$ cat config.mk
export PLATFORM = sky130hd
export DESIGN_NAME = uart_mem_bridge
export DESIGN_NICKNAME = d
export VERILOG_FILES = /design/src/rtl/uart_mem_bridge.sv
export SDC_FILE = /design/constraint.sdc
export NUM_CORES = 1
export LEC_CHECK = 0
export CELL_PAD_IN_SITES_DETAIL_PLACEMENT = 0
export CELL_PAD_IN_SITES_GLOBAL_PLACEMENT = 1
export CORE_MARGIN = 8
export CORE_UTILIZATION = 46
export DETAILED_ROUTE_END_ITERATION = 10
export PLACE_DENSITY = 0.84
export SETUP_SLACK_MARGIN = 0.4
export SLEW_MARGIN = 10
export SYNTH_ARGS = -nofsm -noshare
export SYNTH_HDL_FRONTEND = slang
export SYNTH_SLANG_ARGS = --single-unit
$ cat constraint.sdc
create_clock -name clk_i -period 11 [get_ports clk_i]
set_input_delay 3.3 -clock clk_i [delete_from_list [all_inputs] [get_ports clk_i]]
set_output_delay 3.3 -clock clk_i [all_outputs]
set_load 0.05 [all_outputs]
$ cat src/rtl/uart_mem_bridge.sv
// UART command engine: parses CMD/ADDR/LEN/payload frames, reads or writes memory words,
// and answers with checksum + ACK, NAK on inter-byte timeout, or a warmboot request.
module uart_mem_bridge #(
    parameter int DATA_BYTES     = 2,
    parameter int ADDR_WIDTH     = 14,
    parameter int SEL_BITS       = 4,
    parameter int TIMEOUT_CYCLES = 1200000
) (
    input  logic                    clk_i,
    input  logic                    reset_i,
    input  logic                    rx_valid_i,
    input  logic [7:0]              rx_data_i,
    input  logic                    tx_busy_i,
    output logic                    tx_en_o,
    output logic [7:0]              tx_data_o,
    output logic [SEL_BITS-1:0]     mem_sel_o,
    output logic [ADDR_WIDTH-1:0]   mem_addr_o,
    output logic [8*DATA_BYTES-1:0] mem_wdata_o,
    output logic                    mem_we_o,
    output logic                    mem_re_o,
    input  logic [8*DATA_BYTES-1:0] mem_rdata_i,
    output logic                    warmboot_o,
    output logic [1:0]              warmboot_select_o,
    output logic                    timeout_err_o,
    output logic                    active_o
);

    localparam int W          = 8 * DATA_BYTES;
    localparam int ADDR_BYTES = (ADDR_WIDTH + 7) / 8;
    localparam int TW         = $clog2(TIMEOUT_CYCLES + 1);

    typedef enum logic [3:0] {
        S_IDLE, S_RX_ADDR, S_RX_LEN, S_RD_REQ, S_RD_CAP, S_TX_BYTE,
        S_TX_WAIT, S_RX_DATA, S_WR_MEM, S_TX_SUM, S_TX_ACK, S_TX_NAK
    } state_t;

    state_t                state_q, state_d;
    logic                  rxv_q;
    logic                  is_wr_q, is_wr_d;
    logic [ADDR_WIDTH-1:0] addr_q, addr_d;
    logic [7:0]            len_q, len_d;
    logic [8:0]            off_q, off_d;
    logic [W-1:0]          sh_q, sh_d;
    logic [2:0]            cnt_q, cnt_d;
    logic [7:0]            sum_q, sum_d;
    logic [TW-1:0]         timer_q, timer_d;
    logic                  tx_en_q, tx_en_d;
    logic                  tx_guard_q;
    logic [7:0]            tx_data_q, tx_data_d;
    logic [SEL_BITS-1:0]   sel_q, sel_d;
    logic                  wb_pend_q, wb_pend_d;
    logic                  wb_q, wb_d;
    logic [1:0]            wbs_q, wbs_d;
    logic                  tout_q, tout_d;

    logic byte_acc, can_send, last_word, rx_state, expire;

    assign byte_acc  = rx_valid_i & ~rxv_q;
    // tx_busy only rises the cycle after tx_en, so the strobe and the cycle after it also block.
    assign can_send  = ~tx_busy_i & ~tx_en_q & ~tx_guard_q;
    assign last_word = (off_q == {1'b0, len_q});
    assign rx_state  = (state_q == S_RX_ADDR) || (state_q == S_RX_LEN) || (state_q == S_RX_DATA);
    assign expire    = rx_state && !byte_acc && (timer_q == TW'(TIMEOUT_CYCLES - 1));

    always_comb begin
        state_d   = state_q;
        is_wr_d   = is_wr_q;
        addr_d    = addr_q;
        len_d     = len_q;
        off_d     = off_q;
        sh_d      = sh_q;
        cnt_d     = cnt_q;
        sum_d     = sum_q;
        tx_en_d   = 1'b0;
        tx_data_d = tx_data_q;
        sel_d     = sel_q;
        wb_pend_d = 1'b0;
        wb_d      = wb_q | wb_pend_q;
        wbs_d     = wbs_q;
        tout_d    = tout_q;
        timer_d   = (rx_state && !byte_acc) ? timer_q + TW'(1) : '0;

        case (state_q)
            S_IDLE: begin
                if (byte_acc) begin
                    tout_d = 1'b0;
                    case (rx_data_i[7:6])
                        2'b00, 2'b01: begin
                            is_wr_d = rx_data_i[6];
                            sel_d   = rx_data_i[SEL_BITS-1:0];
                            cnt_d   = '0;
                            state_d = S_RX_ADDR;
                        end
                        2'b10: begin
                            wbs_d     = rx_data_i[1:0];
                            wb_pend_d = 1'b1;
                        end
                        default: state_d = S_TX_ACK;
                    endcase
                end
            end
            S_RX_ADDR: begin
                if (byte_acc) begin
                    // Shifting MSB-first into a register of exactly ADDR_WIDTH drops surplus high bits.
                    addr_d = ADDR_WIDTH'({addr_q, rx_data_i});
                    if (cnt_q == 3'(ADDR_BYTES - 1)) begin
                        cnt_d   = '0;
                        state_d = S_RX_LEN;
                    end else begin
                        cnt_d = cnt_q + 3'd1;
                    end
                end else if (expire) begin
                    tout_d  = 1'b1;
                    state_d = S_TX_NAK;
                end
            end
            S_RX_LEN: begin
                if (byte_acc) begin
                    len_d   = rx_data_i;
                    off_d   = '0;
                    sum_d   = '0;
                    cnt_d   = '0;
                    state_d = is_wr_q ? S_RX_DATA : S_RD_REQ;
                end else if (expire) begin
                    tout_d  = 1'b1;
                    state_d = S_TX_NAK;
                end
            end
            S_RD_REQ: state_d = S_RD_CAP;
            S_RD_CAP: begin
                sh_d    = mem_rdata_i;
                cnt_d   = '0;
                state_d = S_TX_BYTE;
            end
            S_TX_BYTE: begin
                if (can_send) begin
                    tx_en_d   = 1'b1;
                    tx_data_d = sh_q[W-1 -: 8];
                    sum_d     = sum_q + sh_q[W-1 -: 8];
                    sh_d      = sh_q << 8;
                    state_d   = S_TX_WAIT;
                end
            end
            S_TX_WAIT: begin
                if (can_send) begin
                    if (cnt_q != 3'(DATA_BYTES - 1)) begin
                        cnt_d   = cnt_q + 3'd1;
                        state_d = S_TX_BYTE;
                    end else if (last_word) begin
                        state_d = S_TX_SUM;
                    end else begin
                        off_d   = off_q + 9'd1;
                        state_d = S_RD_REQ;
                    end
                end
            end
            S_RX_DATA: begin
                if (byte_acc) begin
                    sh_d  = W'({sh_q, rx_data_i});
                    sum_d = sum_q + rx_data_i;
                    if (cnt_q == 3'(DATA_BYTES - 1)) begin
                        cnt_d   = '0;
                        state_d = S_WR_MEM;
                    end else begin
                        cnt_d = cnt_q + 3'd1;
                    end
                end else if (expire) begin
                    tout_d  = 1'b1;
                    state_d = S_TX_NAK;
                end
            end
            S_WR_MEM: begin
                if (last_word) begin
                    state_d = S_TX_SUM;
                end else begin
                    off_d   = off_q + 9'd1;
                    state_d = S_RX_DATA;
                end
            end
            S_TX_SUM: begin
                if (can_send) begin
                    tx_en_d   = 1'b1;
                    tx_data_d = sum_q;
                    state_d   = S_TX_ACK;
                end
            end
            S_TX_ACK: begin
                if (can_send) begin
                    tx_en_d   = 1'b1;
                    tx_data_d = 8'h06;
                    state_d   = S_IDLE;
                end
            end
            S_TX_NAK: begin
                if (can_send) begin
                    tx_en_d   = 1'b1;
                    tx_data_d = 8'h15;
                    state_d   = S_IDLE;
                end
            end
            default: state_d = S_IDLE;
        endcase
    end

    always_ff @(posedge clk_i or posedge reset_i) begin
        if (reset_i) begin
            state_q    <= S_IDLE;
            rxv_q      <= 1'b0;
            is_wr_q    <= 1'b0;
            addr_q     <= '0;
            len_q      <= '0;
            off_q      <= '0;
            sh_q       <= '0;
            cnt_q      <= '0;
            sum_q      <= '0;
            timer_q    <= '0;
            tx_en_q    <= 1'b0;
            tx_guard_q <= 1'b0;
            tx_data_q  <= '0;
            sel_q      <= '0;
            wb_pend_q  <= 1'b0;
            wb_q       <= 1'b0;
            wbs_q      <= '0;
            tout_q     <= 1'b0;
        end else begin
            state_q    <= state_d;
            rxv_q      <= rx_valid_i;
            is_wr_q    <= is_wr_d;
            addr_q     <= addr_d;
            len_q      <= len_d;
            off_q      <= off_d;
            sh_q       <= sh_d;
            cnt_q      <= cnt_d;
            sum_q      <= sum_d;
            timer_q    <= timer_d;
            tx_en_q    <= tx_en_d;
            tx_guard_q <= tx_en_q;
            tx_data_q  <= tx_data_d;
            sel_q      <= sel_d;
            wb_pend_q  <= wb_pend_d;
            wb_q       <= wb_d;
            wbs_q      <= wbs_d;
            tout_q     <= tout_d;
        end
    end

    assign tx_en_o           = tx_en_q;
    assign tx_data_o         = tx_data_q;
    assign mem_sel_o         = sel_q;
    assign mem_addr_o        = addr_q + ADDR_WIDTH'(off_q);
    assign mem_wdata_o       = sh_q;
    assign mem_we_o          = (state_q == S_WR_MEM);
    assign mem_re_o          = (state_q == S_RD_REQ);
    assign warmboot_o        = wb_q;
    assign warmboot_select_o = wbs_q;
    assign timeout_err_o     = tout_q;
    assign active_o          = (state_q != S_IDLE);

endmodule

# After elaboration in Yosys (flattened, before gate mapping)
# Index checks and enable logic that the tools add are counted.
# classes
n_addsub	6
n_eq_ne	35
mux	52
bitwise_logic	8
reduce_logical	30
# op_table
cell	count
$mux 4	14
$mux 8	7
$pmux 16 s3	1
$pmux 4 s11	1
$mux 9	4
$mux 16	2
$pmux 8 s4	1
$pmux 9 s3	1
$mux 3	8
$ne 2x2->1 const B	12
$pmux 8 s3	1
$add 21x1->21 const B	1
$eq 21x21->1 const B	1
$mux 21	1
$add 8x8->8	2
$eq 4x3->1 const B	4
$eq 4x4->1 const B	4
$pmux 3 s5	1
$add 14x9->14	1
$reduce_and 4->1	3
$add 9x1->9 const B	1
$eq 9x8->1	1
$reduce_and 3->1	3
$reduce_bool 3->1	3
30 further kinds	53
# word_totals
ff_bits	104
input_bits	28
out_inout_bits	50

# Logic depth before layout (Yosys ltp)
# depth
depth_word	8
mapped_depth	13

# Worst setup path after synthesis
# No wires, ideal clock.
# synth_timing
path_kind	reg2out
startpoint	register off_q[0]
endpoint	output mem_addr_o[6]
arrival_ns	2.599
required_time_ns	7.700
setup_slack_ns	5.101
stages_incl_launch_ff	10
path_cell_list	dfrtp_1 > ha_1 > inv_1 > fa_1 > nor2b_1 > o21ai_0 > a21boi_0 > o21a_1 > nor2_1 > xnor2_1
# synth_between
elab_chain_cells	1
# synth_rtl
element	line_no	source
from (decl)	42	logic [8:0] off_q, off_d;
from (signal assigned)	212	off_q <= '0;
from (signal assigned)	231	off_q <= off_d;
$add 14x9->14	250	assign mem_addr_o = addr_q + ADDR_WIDTH'(off_q);
to (decl)	17	output logic [ADDR_WIDTH-1:0] mem_addr_o,
# No other way between the ends.

# Final worst setup path
# layout_timing
startpoint	register off_q[0]
endpoint	output mem_addr_o[12]
# The elaborated chain is that of the path after synthesis.

==> run metrics <==
top_reg_cell synth=dfrtp_1; area grow syn2layout=21.1%; Resize count post-CTS=0; Crit Path Max Fanout=6; Global Route Usage Sum=between 10% and 20%; dpl cells=~850; Layout Nets=~740; Reg clk slew, reported paths=about 0.07 ns; #FFs+latches synth=around 100; global-route wire length before repair=roughly 26 mm; post-synth net total=about 700; # rows=41; Worst VDD drop=roughly 220 uV; top cells by count, synth=dfrtp_1 (104), nor2_1 (71), nand2_1 (70), xor2_1 (33), a21oi_1 (32); reg-to-reg critical path startpoint=state_q[2]; Syn. warnings=0; area leader, netlist=dfrtp_1; most instantiated library cell after synthesis=dfrtp_1; Worst-Skew Late Latency=0.35 ns; Setup CP Type=register to primary output; post-route cell area=~7200 um2; Final Max Slew Viols=0; R2R setup slack=7.20 ns; Switching Fraction=about 47%; Ports=78; area post-placement=between 6000 and 7000 um2; Slew @ Worst Pin=1.02 ns; final non-filler cell total=870; area share of the largest cell type after synthesis=43.9%; Combinational Power Share=a little over half; post-detail-place hpwl=between 10 and 15 mm; setup repair bufs after CTS=0; family with the most delay on the worst path=buffers and inverters; Req. time, crit path=between 7 and 8 ns; top post-synthesis cells by area=dfrtp_1 (44%), xor2_1 (4.9%), mux2_2 (4.7%); Worst Setup End Kind=primary output; CP Launch Type=register; synthesized area per cell=roughly 9.4 um2; Buf/Inv on CP=2; sequential cell area fraction in the yosys report=43.9%; CTS Buf Count=9; Worst slew margin=a little under a third; clock share of power=around 16%; 1st-pass router iterations=5; Fillers=between 1000 and 1500; CP arrival=between 3 and 4 ns; Int Power=0.00115 W; Crit. Startpoint=off_q[0]; largest net degree at the start of global routing=54; cts hold-fix bufs=0; clk root buf=clkbuf_16; PortBufs=77; Final period util=roughly three fifths; EDFF count, synth=0; highest clock rate=0.149 GHz; CTS H-Tree Depth=3; initial core utilization=47.0%; clock sinks=104; CTS tree=built; sequential share of power=a little under a third; slowest CP cell=clkdlybuf4s50_1; post-synthesis cell area=around 5900 um2; register area=2600 um2; RSZ-0062 raised after global routing=no; Cell variety after synth=67; WL/cell=~18 um; Worst Min Path Start=tx_en_o; Mapped Cells=630; Largest stage delay, worst path=0.82 ns; final wirelength=roughly 16 mm; Sum Neg Setup Slack=0 ns; CTS max path bufs=2; async set-reset flop share out of synthesis=100%; core area=about 13000 um2; chip height=130 um; layout cells sized above 1=8.17%; die area=16800 um2; status=completed; number of vias per cell=5.67; Pleak=about 3.2 nW; residual DRC count=0; PD cells=~300 nW/um2; final antenna-violating net count=0; Antenna Cells=0; # setup viols final=0; worst path cell trace=ha_1 > inv_1 > fa_1 > nor2b_1 > o21ai_0 > a21boi_0 > o2111ai_1 > nand2_1 > xor2_1 > clkdlybuf4s50_1; gpl congestion=~0.88; die width=between 100 and 150 um; Switch Pwr=around 0.0010 W; Hold Crit Class=register to register; antenna violations before repair=0; via count=4934; vias in the first global route=4864; multi-input logic area=around 3100 um2; total gr overflow=0; final hold violation count=0; Tmin final=slightly below 7 ns; DR iter-0 viols=about 360; Worst Skew=a little over 0.008 ns; # Max-Cap Violations=0
==> state kept, by name, indices dropped and copies added (netlist names), 2 cells and up <==
| register | flops |
|---|---|
| state_q | 4 |
| tx_data_o | 8 |
| off_q | 9 |
| timer_q | 21 |
| mem_wdata_o | 16 |
| len_q | 8 |
| warmboot_select_o | 2 |
| mem_sel_o | 4 |
| addr_q | 14 |
| cnt_q | 3 |
| sum_q | 8 |
==> worst paths after layout <==
| check | endpoint | cells past startpoint |
|---|---|---|
| worst max-delay path | mem_addr_o[12] | 10 |
| worst min-delay path | tx_guard_q | 0 |
| worst max register to register | sum_q[7] | 11 |
| worst min register to register | tx_guard_q | 0 |
| max in group asynchronous | sum_q[0] | 3 |
| min in group asynchronous | warmboot_o | 2 |
==> power groups by stage <==
stage / Combinational [W] / Sequential (W) / Clock [W]
after floorplan: 0.000670 / 0.000794 / 0
after global placement: 0.00115 / 0.000650 / 0
after detailed placement: 0.00116 / 0.000656 / 0
after CTS: 0.00117 / 0.000650 / 0.000363
after global routing: 0.00126 / 0.000671 / 0.000378
final: 0.00117 / 0.000651 / 0.000355
==> layout make-up <==
cell class	count	share of cell area [%]
clock buffers	10	3.33
clock inverters	6	1.27
multi-input cells	474	43.7
repair buffers	81	11.3
inverters	23	1.24
well taps	172	3.00
flip-flops and latches	104	36.2
==> metal layers <==
| metal | GRT usage, % | part of all wire [%] |
|---|---|---|
| met1 | 25.2 | 44 |
| met2 | 31.5 | 49 |
| met3 | 3.86 | 4.9 |
| met4 | 7.17 | 2.3 |
| met5 | 0 | 0 |
==> cell families (layout without fill, tap and decap cells) <==
| logic type | Yosys count | in the layout | share of synthesized area, % |
|---|---|---|---|
| compound gates | 124 | 124 | 13.5 |
| xor+xnor | 46 | 46 | 6.80 |
| buf+inv | 52 | 120 | 3.55 |
| simple gates | 242 | 242 | 20.0 |
| mux | 40 | 40 | 7.37 |
| flops | 104 | 104 | 43.9 |
| fa+ha+maj | 22 | 22 | 4.90 |
==> worst reg2reg max path, delay by kind of cell (launching register included) <==
family	cells	cell delay [ns]
compound gates	4	0.88
xor+xnor	1	0.14
fa+ha+maj	1	0.27
buf+inv	1	0.29
flops	1	0.83
mux	1	0.38
simple gates	3	0.93
==> layout by cell type (no fill, tap or decap), types with 8 or more instances in the layout <==
| cell type | count |
|---|---|
| nand2b_1 | 9 |
| mux2i_1 | 11 |
| nand3_1 | 19 |
| nand4_1 | 13 |
| clkbuf_16 | 9 |
| clkdlybuf4s50_1 | 77 |
| nand2_1 | 70 |
| dfrtp_1 | 104 |
| ha_1 | 20 |
| nor2b_1 | 8 |
| xnor2_1 | 13 |
| nor2_1 | 71 |
| mux2_2 | 25 |
| a21oi_1 | 32 |
| o21ai_0 | 30 |
| a22oi_1 | 12 |
| inv_1 | 22 |
| xor2_1 | 33 |
| and3_1 | 9 |
==> metrics by stage <==
step	utilization, %	total power, W	setup slack [ns]	hold WS (ns)
after floorplan	-	0.00146	4.97	0.413
after global placement	54.2	0.00180	4.78	0.389
after detailed placement	54.2	0.00182	4.64	0.399
after CTS	56.8	0.00218	4.23	0.413
after global routing	56.9	0.00231	3.93	0.429
final	56.9	0.00217	4.27	0.419
No activity file was read; power rests on OpenSTA's default activity.
